**config.mk**
```make
export PLATFORM = sky130hd
export DESIGN_NAME = audio_sideband_packer
export DESIGN_NICKNAME = d
export VERILOG_FILES = /design/src/rtl/audio_packer_pkg.sv /design/src/rtl/crc5_calc.sv /design/src/rtl/audio_sideband_packer.sv
export SDC_FILE = /design/constraint.sdc
export NUM_CORES = 1
export LEC_CHECK = 0
export ABC_AREA = 1
export CAP_MARGIN = 10
export CORE_UTILIZATION = 50
export DETAILED_ROUTE_END_ITERATION = 16
export DONT_BUFFER_PORTS = 1
export PLACE_DENSITY = 0.71
export SLEW_MARGIN = 25
export SYNTH_ARGS = -nofsm -noshare
export SYNTH_HDL_FRONTEND = slang
export SYNTH_SLANG_ARGS = --single-unit
export TNS_END_PERCENT = 50
```
**constraint.sdc**
```tcl
create_clock -name clock -period 1.5 [get_ports clock]
set_input_delay 0.15 -clock clock [delete_from_list [all_inputs] [get_ports clock]]
set_output_delay 0.15 -clock clock [all_outputs]
set_load 0.03 [all_outputs]
```
**src/rtl/audio_packer_pkg.sv**
```systemverilog
// Shared constants and types for the audio sideband packer.
// The word written to the buffer is {marker, 5-bit symbol, 10-bit RF sample}.
package audio_packer_pkg;

    localparam int SYMBOL_BITS = 5;
    localparam int MARKER_BIT  = 15;
    localparam int RF_BITS     = 10;

    // CRC-5 with polynomial x^5 + x^2 + 1, shifted MSB first
    localparam logic [SYMBOL_BITS-1:0] CRC5_POLY = 5'b00101;
    localparam logic [SYMBOL_BITS-1:0] CRC5_INIT = 5'b11111;

    typedef enum logic {
        IDLE,
        SEND
    } state_t;

endpackage

```
**src/rtl/crc5_calc.sv**
```systemverilog
// Combinational CRC-5 (x^5 + x^2 + 1, init all ones, MSB first, no final XOR)
// over a frame vector. Only instantiated when AUDIO_PACKER_CRC_EN is defined.
module crc5_calc
    import audio_packer_pkg::*;
#(
    parameter int WIDTH = 50
) (
    input  logic [WIDTH-1:0]       data_in,
    output logic [SYMBOL_BITS-1:0] crc_out
);

    // Bit-serial LFSR unrolled across the whole frame, most significant bit first
    always_comb begin
        logic [SYMBOL_BITS-1:0] crc_v;
        logic                   feedback;
        crc_v    = CRC5_INIT;
        feedback = 1'b0;
        for (int i = WIDTH - 1; i >= 0; i--) begin
            feedback = crc_v[SYMBOL_BITS-1] ^ data_in[i];
            crc_v    = {crc_v[SYMBOL_BITS-2:0], 1'b0};
            if (feedback) begin
                crc_v = crc_v ^ CRC5_POLY;
            end
        end
        crc_out = crc_v;
    end

endmodule

```
**src/rtl/audio_sideband_packer.sv**
```systemverilog
// Merges the 10-bit RF sample stream with framed PCM stereo audio carried in
// the six spare upper bits of each 16-bit buffer word.
// RF path: one-cycle registered passthrough on data_out[9:0].
// Audio path: holding register -> frame shifter -> one 5-bit symbol per cycle
// on data_out[14:10], with data_out[15] marking the first symbol of a frame.
// Optional build macro AUDIO_PACKER_CRC_EN appends a CRC-5 symbol to each frame.
module audio_sideband_packer
    import audio_packer_pkg::*;
#(
    parameter int SAMPLE_BITS = 24
) (
    input  logic                   clock,
    input  logic                   reset,
    input  logic [RF_BITS-1:0]     rf_in,
    input  logic [SAMPLE_BITS-1:0] pcm_left,
    input  logic [SAMPLE_BITS-1:0] pcm_right,
    input  logic                   pcm_ready,
    output logic [MARKER_BIT:0]    data_out,
    output logic                   busy,
    output logic                   overrun
);

    localparam int FRAME_BITS = 2 * SAMPLE_BITS + 2;
    localparam int NSYM       = (FRAME_BITS + SYMBOL_BITS - 1) / SYMBOL_BITS;
    localparam int PAD_BITS   = NSYM * SYMBOL_BITS;
`ifdef AUDIO_PACKER_CRC_EN
    localparam int CRC_SYMS   = 1;
`else
    localparam int CRC_SYMS   = 0;
`endif
    localparam int TOT_SYMS   = NSYM + CRC_SYMS;
    localparam int SHIFT_BITS = TOT_SYMS * SYMBOL_BITS;
    localparam int IDX_W      = $clog2(TOT_SYMS + 1);

    state_t                  state_q, state_d;
    logic [IDX_W-1:0]        sym_idx_q, sym_idx_d;
    logic [SHIFT_BITS-1:0]   shift_q, shift_d;
    logic [1:0]              seq_q, seq_d;
    logic [SAMPLE_BITS-1:0]  hold_l_q, hold_l_d;
    logic [SAMPLE_BITS-1:0]  hold_r_q, hold_r_d;
    logic                    hold_valid_q, hold_valid_d;
    logic                    overrun_q, overrun_d;
    logic [MARKER_BIT:0]     data_out_q, data_out_d;

    logic [FRAME_BITS-1:0]   frame_vec;
    logic [PAD_BITS-1:0]     frame_pad;
    logic [SHIFT_BITS-1:0]   load_vec;
    logic [SYMBOL_BITS-1:0]  cur_sym;
    logic                    last_sym;
    logic                    consume;

    // Assemble {seq, left, right} and left-justify it so padding falls at the LSB end
    always_comb begin
        frame_vec = {seq_q, hold_l_q, hold_r_q};
        frame_pad = '0;
        frame_pad[PAD_BITS-1 -: FRAME_BITS] = frame_vec;
    end

`ifdef AUDIO_PACKER_CRC_EN
    logic [SYMBOL_BITS-1:0] crc_val;

    crc5_calc #(
        .WIDTH   (FRAME_BITS)
    ) u_crc5_calc (
        .data_in (frame_vec),
        .crc_out (crc_val)
    );

    assign load_vec = {frame_pad, crc_val};
`else
    assign load_vec = frame_pad;
`endif

    // Next-state logic for the symbol sequencer, holding register and output word
    always_comb begin
        state_d      = state_q;
        sym_idx_d    = sym_idx_q;
        shift_d      = shift_q;
        seq_d        = seq_q;
        hold_l_d     = hold_l_q;
        hold_r_d     = hold_r_q;
        hold_valid_d = hold_valid_q;
        overrun_d    = overrun_q;

        cur_sym  = shift_q[SHIFT_BITS-1 -: SYMBOL_BITS];
        last_sym = (state_q == SEND) && (sym_idx_q == IDX_W'(TOT_SYMS - 1));
        consume  = hold_valid_q && ((state_q == IDLE) || last_sym);

        data_out_d = '0;
        data_out_d[RF_BITS-1:0] = rf_in;

        if (state_q == SEND) begin
            data_out_d[MARKER_BIT] = (sym_idx_q == '0);
            data_out_d[MARKER_BIT-1 -: SYMBOL_BITS] = cur_sym;
            shift_d   = shift_q << SYMBOL_BITS;
            sym_idx_d = sym_idx_q + 1'b1;
            if (last_sym && !hold_valid_q) begin
                state_d = IDLE;
            end
        end

        if (consume) begin
            shift_d      = load_vec;
            sym_idx_d    = '0;
            seq_d        = seq_q + 2'd1;
            state_d      = SEND;
            hold_valid_d = 1'b0;
        end

        if (pcm_ready) begin
            if (!hold_valid_q || consume) begin
                hold_l_d     = pcm_left;
                hold_r_d     = pcm_right;
                hold_valid_d = 1'b1;
            end else begin
                overrun_d    = 1'b1;
            end
        end
    end

    // Register all state; synchronous reset aborts any frame in flight
    always_ff @(posedge clock) begin
        if (reset) begin
            state_q      <= IDLE;
            sym_idx_q    <= '0;
            shift_q      <= '0;
            seq_q        <= '0;
            hold_l_q     <= '0;
            hold_r_q     <= '0;
            hold_valid_q <= 1'b0;
            overrun_q    <= 1'b0;
            data_out_q   <= '0;
        end else begin
            state_q      <= state_d;
            sym_idx_q    <= sym_idx_d;
            shift_q      <= shift_d;
            seq_q        <= seq_d;
            hold_l_q     <= hold_l_d;
            hold_r_q     <= hold_r_d;
            hold_valid_q <= hold_valid_d;
            overrun_q    <= overrun_d;
            data_out_q   <= data_out_d;
        end
    end

    assign data_out = data_out_q;
    assign busy     = (state_q == SEND);
    assign overrun  = overrun_q;

endmodule

```
==> results of run 1 <==
## power by group through the flow
stage	combinational (mW)	sequential, mW	clock [mW]
2_1_floorplan	0.786	3.72	0
3_3_place_gp	0.908	3.76	0
3_5_place_dp	0.939	3.76	0
4_1_cts	1.09	3.70	3.95
5_1_grt	1.37	3.74	4.10
6_report	1.22	3.71	3.88
## cell usage in the layout, fill, tap and decap left out, types with 2 or more instances in the layout
cell and instances:
inv_1 62, nor2_1 206, clkinv_2 4, clkbuf_8 5, buf_4 8, o21ai_0 45, nand3b_1 48, ha_1 2
nand3_1 52, nand2_1 107, inv_2 5, dfxtp_1 120, dfxtp_4 2, bufinv_16 2, clkbuf_1 4, buf_12 12
buf_6 3, dlygate4sd3_1 59, nand3_4 2, nor2_2 2, clkbuf_16 23, a21oi_1 56, nor3_1 2, nand2_4 2
## path summary, 6_finish.rpt
check | startpoint | endpoint | slack [ns] | cells after the start
worst max-delay path | sym_idx_q[0] | shift_q[17] | 0.04 | 8
worst max register to register | sym_idx_q[0] | shift_q[17] | 0.04 | 8
worst min register to register | shift_q[49] | data_out[14] | 0.42 | 2
worst min-delay path | pcm_ready | hold_l_q[11] | 0.07 | 5
## state kept, by name (all words and copies together), names as in the netlist
| signal | cells |
|---|---|
| shift_q | 50 |
| hold_valid_q | 1 |
| hold_l_q | 24 |
| hold_r_q | 24 |
| busy | 1 |
| overrun | 1 |
| data_out | 16 |
| sym_idx_q | 4 |
| seq_q | 2 |
## cell type report
cell class,instances,area (µm²),area share
multi-input cells,532,2501,0.3534
well taps,136,170.2,0.02404
repair buffers,90,1112,0.1572
clock buffers,25,484.2,0.06841
flip-flops and latches,123,2471,0.3491
clock inverters,7,87.58,0.01237
inverters,67,251.5,0.03553
## critical path: stages, from the launching register on
cell and delay (ns):
dfxtp_1 0.39, ha_4 0.16, nand3_4 0.11, buf_12 0.17
nand2_4 0.11, clkbuf_16 0.17, a21oi_1 0.06, nor2_1 0.13
nor2_1 0.06
## metal layers
metal,vias to the layer above,GRT usage,part of all wire
li1,2564,-,-
met4,0,0.1161,0.022
met1,2310,0.2520,0.43
met5,-,0,0
met2,135,0.4012,0.51
met3,25,0.05028,0.043
## logic make-up (layout without fill, tap and decap cells)
| kind of cell | Yosys count | in the layout | synth area share |
|---|---|---|---|
| XOR/XNOR | 2 | 2 | 0.003218 |
| buffers and inverters | 126 | 189 | 0.1023 |
| adder cells (fa/ha/maj) | 3 | 3 | 0.006896 |
| AO/OA/AOI/OAI | 102 | 102 | 0.09423 |
| AND/OR/NAND/NOR | 423 | 425 | 0.3411 |
| flip-flops | 123 | 123 | 0.4523 |
## timing repair
item	CTS	global route
setup buffers	0	2
hold buffers	61	0
pin swaps	0	4
endpoints found under the hold margin	80	0
setup endpoints to repair	1	97
cloned	0	11
resized for setup	0	16
## per-stage QoR
step           setup slack [ns]  hold slack, ns  instances
6_report                0.04220         0.07229        980
3_3_place_gp            0.07933          0.2144        874
4_1_cts                -0.01338         0.06516        967
2_1_floorplan           0.09545          0.2570        779
5_1_grt              -0.0004974         0.09445        980
3_5_place_dp            0.01141          0.2136        874
==> results by stage, run 1 <==
Logic synthesis:
- The most used standard cell by instance count after synthesis is nor2_1.
- Yosys printed 0 warnings.
- In this run the cell area of the synthesized design comes to 5444 µm².
- Counting flops with a built-in enable in the synthesized netlist gives 0.
- The number of instances in the synthesized netlist is 779.
- The share of synthesized registers carrying an async set or reset is 0.
- The total of flip-flops plus latches after synthesis is 123.
- The dominant synthesized flop cell is dfxtp_1.
- Of the synthesized area, sequential elements account for 0.4523.
- The unique cell type count in the Yosys netlist is 25.
- The commonest cells after synthesis are nor2_1 (208), dfxtp_1 (123), nand2_1 (108).
- The biggest area consumer among synthesized cells is dfxtp_1.
- The post-synth net total is 843.
- By area the synthesized netlist is led by dfxtp_1 (45%), nor2_1 (14%), nand2_1 (7.4%).
- A synthesized cell averages 6.988 µm².
- Of the post-synthesis cell area, the dominant cell type holds 0.4523.

Floorplan:
- The initial utilization of the core area, before any placement, comes to 0.5203.
- The die covers 11310 µm².
- The die boundary width is 106.3 µm.
- The row count is 37.
- The die height is 106.3 µm.
- The number of I/O pins is 79.
- The core region area is 10460 µm².

Power:
- The sequential power share is 0.421.
- The worst supply voltage drop on vdd is 0.0006795 V.
- The cell leakage power is 3.087 nW.
- The net load switching power is 2.198 mW.
- Internal power comes to 6.614 mW.
- The share of total power in combinational logic is 0.138.
- The relative contribution of the clock network to total power is 0.441.
- The proportion of total power due to net switching is 0.2494.
- The post-route total power is 8.812 mW.
- For this design the ratio of total power to cell area is 1245 nW/µm².

Setup path:
- The critical path capture point type is a flop.
- The required time of the critical path is 1.90 ns.
- The arrival time at the worst endpoint is 1.86 ns.
- The largest fanout on the critical path is 8.
- The worst setup path is launched from a flop.
- The critical path class is reg2reg.

Drt:
- The routed via count divided by cell count is 5.137.
- The first routing iteration left 276 violations.
- The first TritonRoute pass finished after 5 iterations.
- The detailed router placed 5034 vias in this run.
- The total routed wirelength is 13240 µm.
- In the routed design, unresolved DRC markers number 0.
- The detailed-route wire length per cell is 13.51 µm.
- The count of nets left with antenna violations once routing finished came out at 0.

Final layout:
- The final antenna diode count is 0.
- The area overhead of the layout relative to synthesis is 30.02%.
- After filler insertion, the fill cell instance count of the layout stands at 860.
- Of the cells placed in the final design, the portion with a size suffix greater than 1 is 0.09005.
- The core utilization of the finished layout is 0.6765.
- Once layout is done, the placed cells without fillers occupy 7078 µm².
- The number of nets in the finished design is 895.

STA:
- The number of failing hold endpoints at the final stage is 0.
- Clock skew on the completed layout was measured at 0.008425 ns.
- The post-route fraction of the period consumed by the critical path is 0.9719.
- At the pin with the least slew margin, the transition time is 0.6263 ns.
- Setup violations remaining at the end of the flow were counted as 0.
- The final critical path time including I/O delays and setup is 1.458 ns.
- The maximum clock frequency is 0.6860 GHz.
- The final max-slew violation count is 0.
- The final setup TNS is 0 ns.
- Headroom to the max-slew limit came out at 0.5824.

Clock network:
- The clock sink total is 123.
- The H-tree depth is 4.
- CTS placed an instance of clkbuf_8 at the clock tree root.
- After clock tree synthesis, the clock-pin slew on the worst setup and hold paths is 0.06 ns.
- The clock buffer count from CTS is 17.
- Counting along the longest clock path gives a buffer depth of 2.
- The CTS tree is yes.
- The latest clock arrival within the worst-skew pair is 0.52 ns.

Place:
- The congestion estimate from routability-driven global placement came to 0.7658.
- The HPWL reported at the end of detailed placement is 6830 µm.
- The placed instances occupy a cell area of 5573 µm².
- Port buffering added 0 buffers.

Global route:
- Entering global routing, the biggest net connects 60 pins.
- The first-pass GRT wire length is 20440 µm.
- The total overflow left after global routing is 0.
- The via count of the first global-routing pass is 4794.
- The number of antenna violations at the first check in global routing was 0.
- In the global route stage, overall resource usage came out at 0.2261.

Min path:
- The min-delay analysis places its worst path in the category in2reg.

Run:
- Across the run, the number of max-cap violations was 0.

Outcome:
- The run finished with clean final reports.
Power figures use the tool's default switching activity.
==> inputs of run 2 (changes only) <==
--- a/config.mk
+++ b/config.mk
@@ -5,12 +5,13 @@
 export SDC_FILE = /design/constraint.sdc
 export NUM_CORES = 1
 export LEC_CHECK = 0
-export ABC_AREA = 1
 export CAP_MARGIN = 10
 export CORE_UTILIZATION = 50
+export CTS_CLUSTER_DIAMETER = 30
 export DETAILED_ROUTE_END_ITERATION = 16
 export DONT_BUFFER_PORTS = 1
 export PLACE_DENSITY = 0.71
+export RECOVER_POWER = 25
 export SLEW_MARGIN = 25
 export SYNTH_ARGS = -nofsm -noshare
 export SYNTH_HDL_FRONTEND = slang
==> results by stage, run 2 <==
Floorplan:
- The die boundary width is 104.5 µm.
- The core region area is 10230 µm².
- For this configuration, the core starts out at a cell density of 0.5131.
- 79 I/O pins were placed.
- Measured along the y axis, the die boundary spans 104.5 µm.
- The total die area is 10910 µm².
- The row count is 37.

Logic synthesis:
- The cell count after synthesis came out at 595.
- The count of flip-flops with a built-in enable after synthesis is 0.
- The share of synthesized registers carrying an async set or reset is 0.
- The post-synth net total is 659.
- The biggest area consumer among synthesized cells is dfxtp_1.
- Yosys printed 0 warnings.
- The synthesized netlist occupies a cell area of 5250 µm².
- The unique cell type count in the Yosys netlist is 35.
- The share of synthesized area in the top cell type comes to 0.4690.
- Sorting the synthesized cells by how often they occur yields dfxtp_1 (123), o211ai_1 (97), nand3_1 (92).
- The sequential area share after synthesis is 0.4690.
- Sorting the synthesized cells by area gives the leading types as dfxtp_1 (47%), o211ai_1 (14%), nand3_1 (8.8%).
- The most common cell in the synthesized netlist is dfxtp_1.
- The total of flip-flops plus latches after synthesis is 123.
- A synthesized cell averages 8.824 µm².
- In the synthesized netlist the dominant register cell turns out to be dfxtp_1.

Min path:
- The number of cells on the worst hold path is 1.
- The type of the worst min-delay path is in2reg.
- The worst hold path terminates at hold_l_q[5].
- The critical hold path startpoint is reset.

Setup path:
- STA classifies the critical path endpoint as a flop.
- The worst setup path is launched from a flop.
- The largest fanout on the critical path is 6.
- The arrival time at the worst endpoint is 2.11 ns.
- For flop-to-flop paths, the worst setup slack is -0.21 ns.
- The required time of the critical path is 1.90 ns.
- The largest stage delay on the critical path is 0.37 ns.
- The worst register-to-register path ends at shift_q[11].
- The path depth of the worst reg2reg path is 7.
- On the critical path, the stage with the largest delay is an instance of a311oi_1.
- The signal on the critical path passes through inv_2 > ha_4 > and3b_4 > buf_6 > buf_16 > o211ai_1 > a311oi_1.
- The critical path class is reg2reg.
- The worst register-to-register path begins at sym_idx_q[1].

Drt:
- Dividing the detail-routed wire length by the instance count gives 20.09 µm.
- In this run the remaining antenna-violating nets after routing total 0.
- The routed design has 14990 µm of wire.
- The initial detailed-routing violation count is 362.
- Dividing the detail-routed via count by the number of cells gives 6.469.
- The DRC violation count after routing is 0.
- The routed layout has 4826 vias.
- The pre-antenna-repair detailed-routing pass consisted of 5 iterations.

Global route:
- The via count of the first global-routing pass came to 4628.
- The sum of overflow across all layers after global routing is 0.
- Entering global routing, the biggest net connects 120 pins.
- In the global route stage, met1 resource usage came out at 0.3329.
- The met3 demand-to-capacity share in global routing is 0.05827.
- The number of antenna violations at the first check in global routing is 0.
- The met2 layer usage reported by global route is 0.4319.
- The total global-route track usage is 0.2660.
- The first-pass GRT wire length is 23070 µm.
- The layer carrying the most global-route usage is met2.

Final layout:
- The register with the most flip-flops in the layout has 50 of them.
- Measured on the finished design, the core utilization comes to 0.6546.
- The area growth from synthesis to layout is 27.57%.
- The share of cells above drive strength 1 is 0.1770.
- Leaving out fill and tap cells, the most frequent cell in the layout is dfxtp_1.
- In the final layout, the registers with the most flip-flops are shift_q (50), hold_l_q (24), hold_r_q (24).
- The number of nets in the finished design is 661.
- The final antenna diode count is 0.
- The library cells used most frequently in the layout, excluding fill and tap cells, are dfxtp_1 (119), o211ai_1 (97), nand3_1 (89), nor2_1 (51), a21oi_1 (48).
- Counting flops per register, the top entry is shift_q.

STA:
- The final hold slack is -0.3014 ns.
- Subtracting the final worst setup slack from the clock period gives 1.709 ns.
- Setup repair after global routing could not meet its margin everywhere.
- The post-route fraction of the period consumed by the critical path is 1.139.
- Setup violations remaining at the end of the flow were counted as 82.
- The worst pin sits at a relative slew slack of 0.5846.
- After layout, the worst setup slack is -0.2086 ns.
- The final max-slew violation count is 0.
- The number of failing hold endpoints at the final stage came to 106.
- The transition time at the pin with the least slew margin is 0.6232 ns.
- Based on the critical path, the design can be clocked at up to 0.5853 GHz.
- The largest clock skew in the final design is 0.009222 ns.

Clock network:
- The clock sink total is 123.
- The latest clock arrival within the worst-skew pair is 0.52 ns.
- The CTS tree is yes.
- The longest clock path from root to sink contains 2 buffers.
- The hold buffer count at CTS is 13.
- The clock tree synthesis step divided the H-tree into 4 levels.
- In this run, CTS created clock tree buffers numbering 17.
- The clock transition at the registers of the reported paths is 0.06 ns.
- The buffer cell driving the clock tree root is clkbuf_8.

Power:
- The worst supply voltage drop on vdd is 0.0007539 V.
- The power per unit of standard cell area is 1372 nW/µm².
- The cell leakage power is 2.305 nW.

Place:
- The HPWL reported at the end of detailed placement is 7452 µm.
- The count of buffers inserted at the top-level ports is 0.
- The last weighted congestion value of the routability-driven placer is 0.7898.

Run:
- Max-cap violations in this run came to 0.

Outcome:
- The final reports fail on negative hold slack, negative setup slack.
- The flow ran to the end, but the final reports show violations.
[run 2: cell count changes after synthesis, moves of 5 or more]
cell	change
a311oi_1	+44
and2_1	+5
buf_4	+5
clkbuf_1	+15
inv_1	-61
nand2_1	-100
nand3_1	+39
nand3b_1	-47
nor2_1	-156
nor2b_1	+11
o211ai_1	+97
o21ai_0	-45
[run 2: critical path, delay by kind of cell, from the launching register on]
family / cells / cell delay, ns
compound gates: 2 / 0.47
fa+ha+maj: 1 / 0.15
buf+inv: 3 / 0.32
flops: 1 / 0.32
simple gates: 1 / 0.32
[run 2: how the worst max path moves through the flow]
stage	from	cells past startpoint	to	slack [ns]
floorplan	sym_idx_q[1]	8	hold_l_q[19]	0.006
global placement	busy	3	hold_l_q[8]	-0.08
detailed placement	busy	3	hold_r_q[9]	-0.16
CTS	sym_idx_q[1]	6	shift_q[10]	-0.07
global route	sym_idx_q[1]	7	shift_q[11]	-0.23
finish	sym_idx_q[1]	7	shift_q[11]	-0.21
[run 2: layout make-up]
cell class	instances	area [µm²]
sequential	123	2467
multi-input combinational	393	2517
fill	777	3533
timing repair buffer	59	843.3
inverter	3	11.26
clock inverter	11	239.0
tap	136	170.2
clock buffer	21	449.2
[run 2: cell families after synthesis]
kind of cell,count (synthesis),synth area share
AO/OA/AOI/OAI,202,0.2748
AND/OR/NAND/NOR,182,0.1671
flip-flops,123,0.4690
buffers and inverters,80,0.07293
XOR/XNOR,3,0.005006
adder cells (fa/ha/maj),3,0.007150
multiplexers,2,0.004051
[run 2: stage by stage]
step | cells | setup TNS (ns) | power, mW | worst slack, ns | instance area [µm²]
finish | 746 | -4.701 | 9.189 | -0.2086 | 6698
global route | 746 | -9.776 | 9.480 | -0.2346 | 6698
CTS | 735 | -1.657 | 9.168 | -0.06504 | 6449
detailed placement | 678 | -9.025 | 4.390 | -0.1611 | 5350
global placement | 678 | -3.286 | 4.357 | -0.07575 | 5350
floorplan | 595 | 0 | 4.266 | 0.006321 | 5254
[run 2: timing repair]
action / CTS / global route
hold endpoints to repair: 123 / 112
endpoints found under the setup margin: 98 / 103
pin swaps: 23 / 53
gates resized for setup: 9 / 35
gates cloned: 8 / 3
buffers inserted: 4 / 9
[run 2: power by group]
| group | total (mW) | internal (mW) | switching (mW) |
|---|---|---|---|
| sequential | 3.67 | 3.50 | 0.172 |
| combinational | 0.773 | 0.325 | 0.449 |
| clock | 4.74 | 3.29 | 1.45 |
[run 2: per-layer routing]
metal / up-vias / wire, µm
li1: 2256 / -
met1: 2328 / 6245
met2: 218 / 7512
met3: 24 / 960
met4: 0 / 269
met5: - / 0
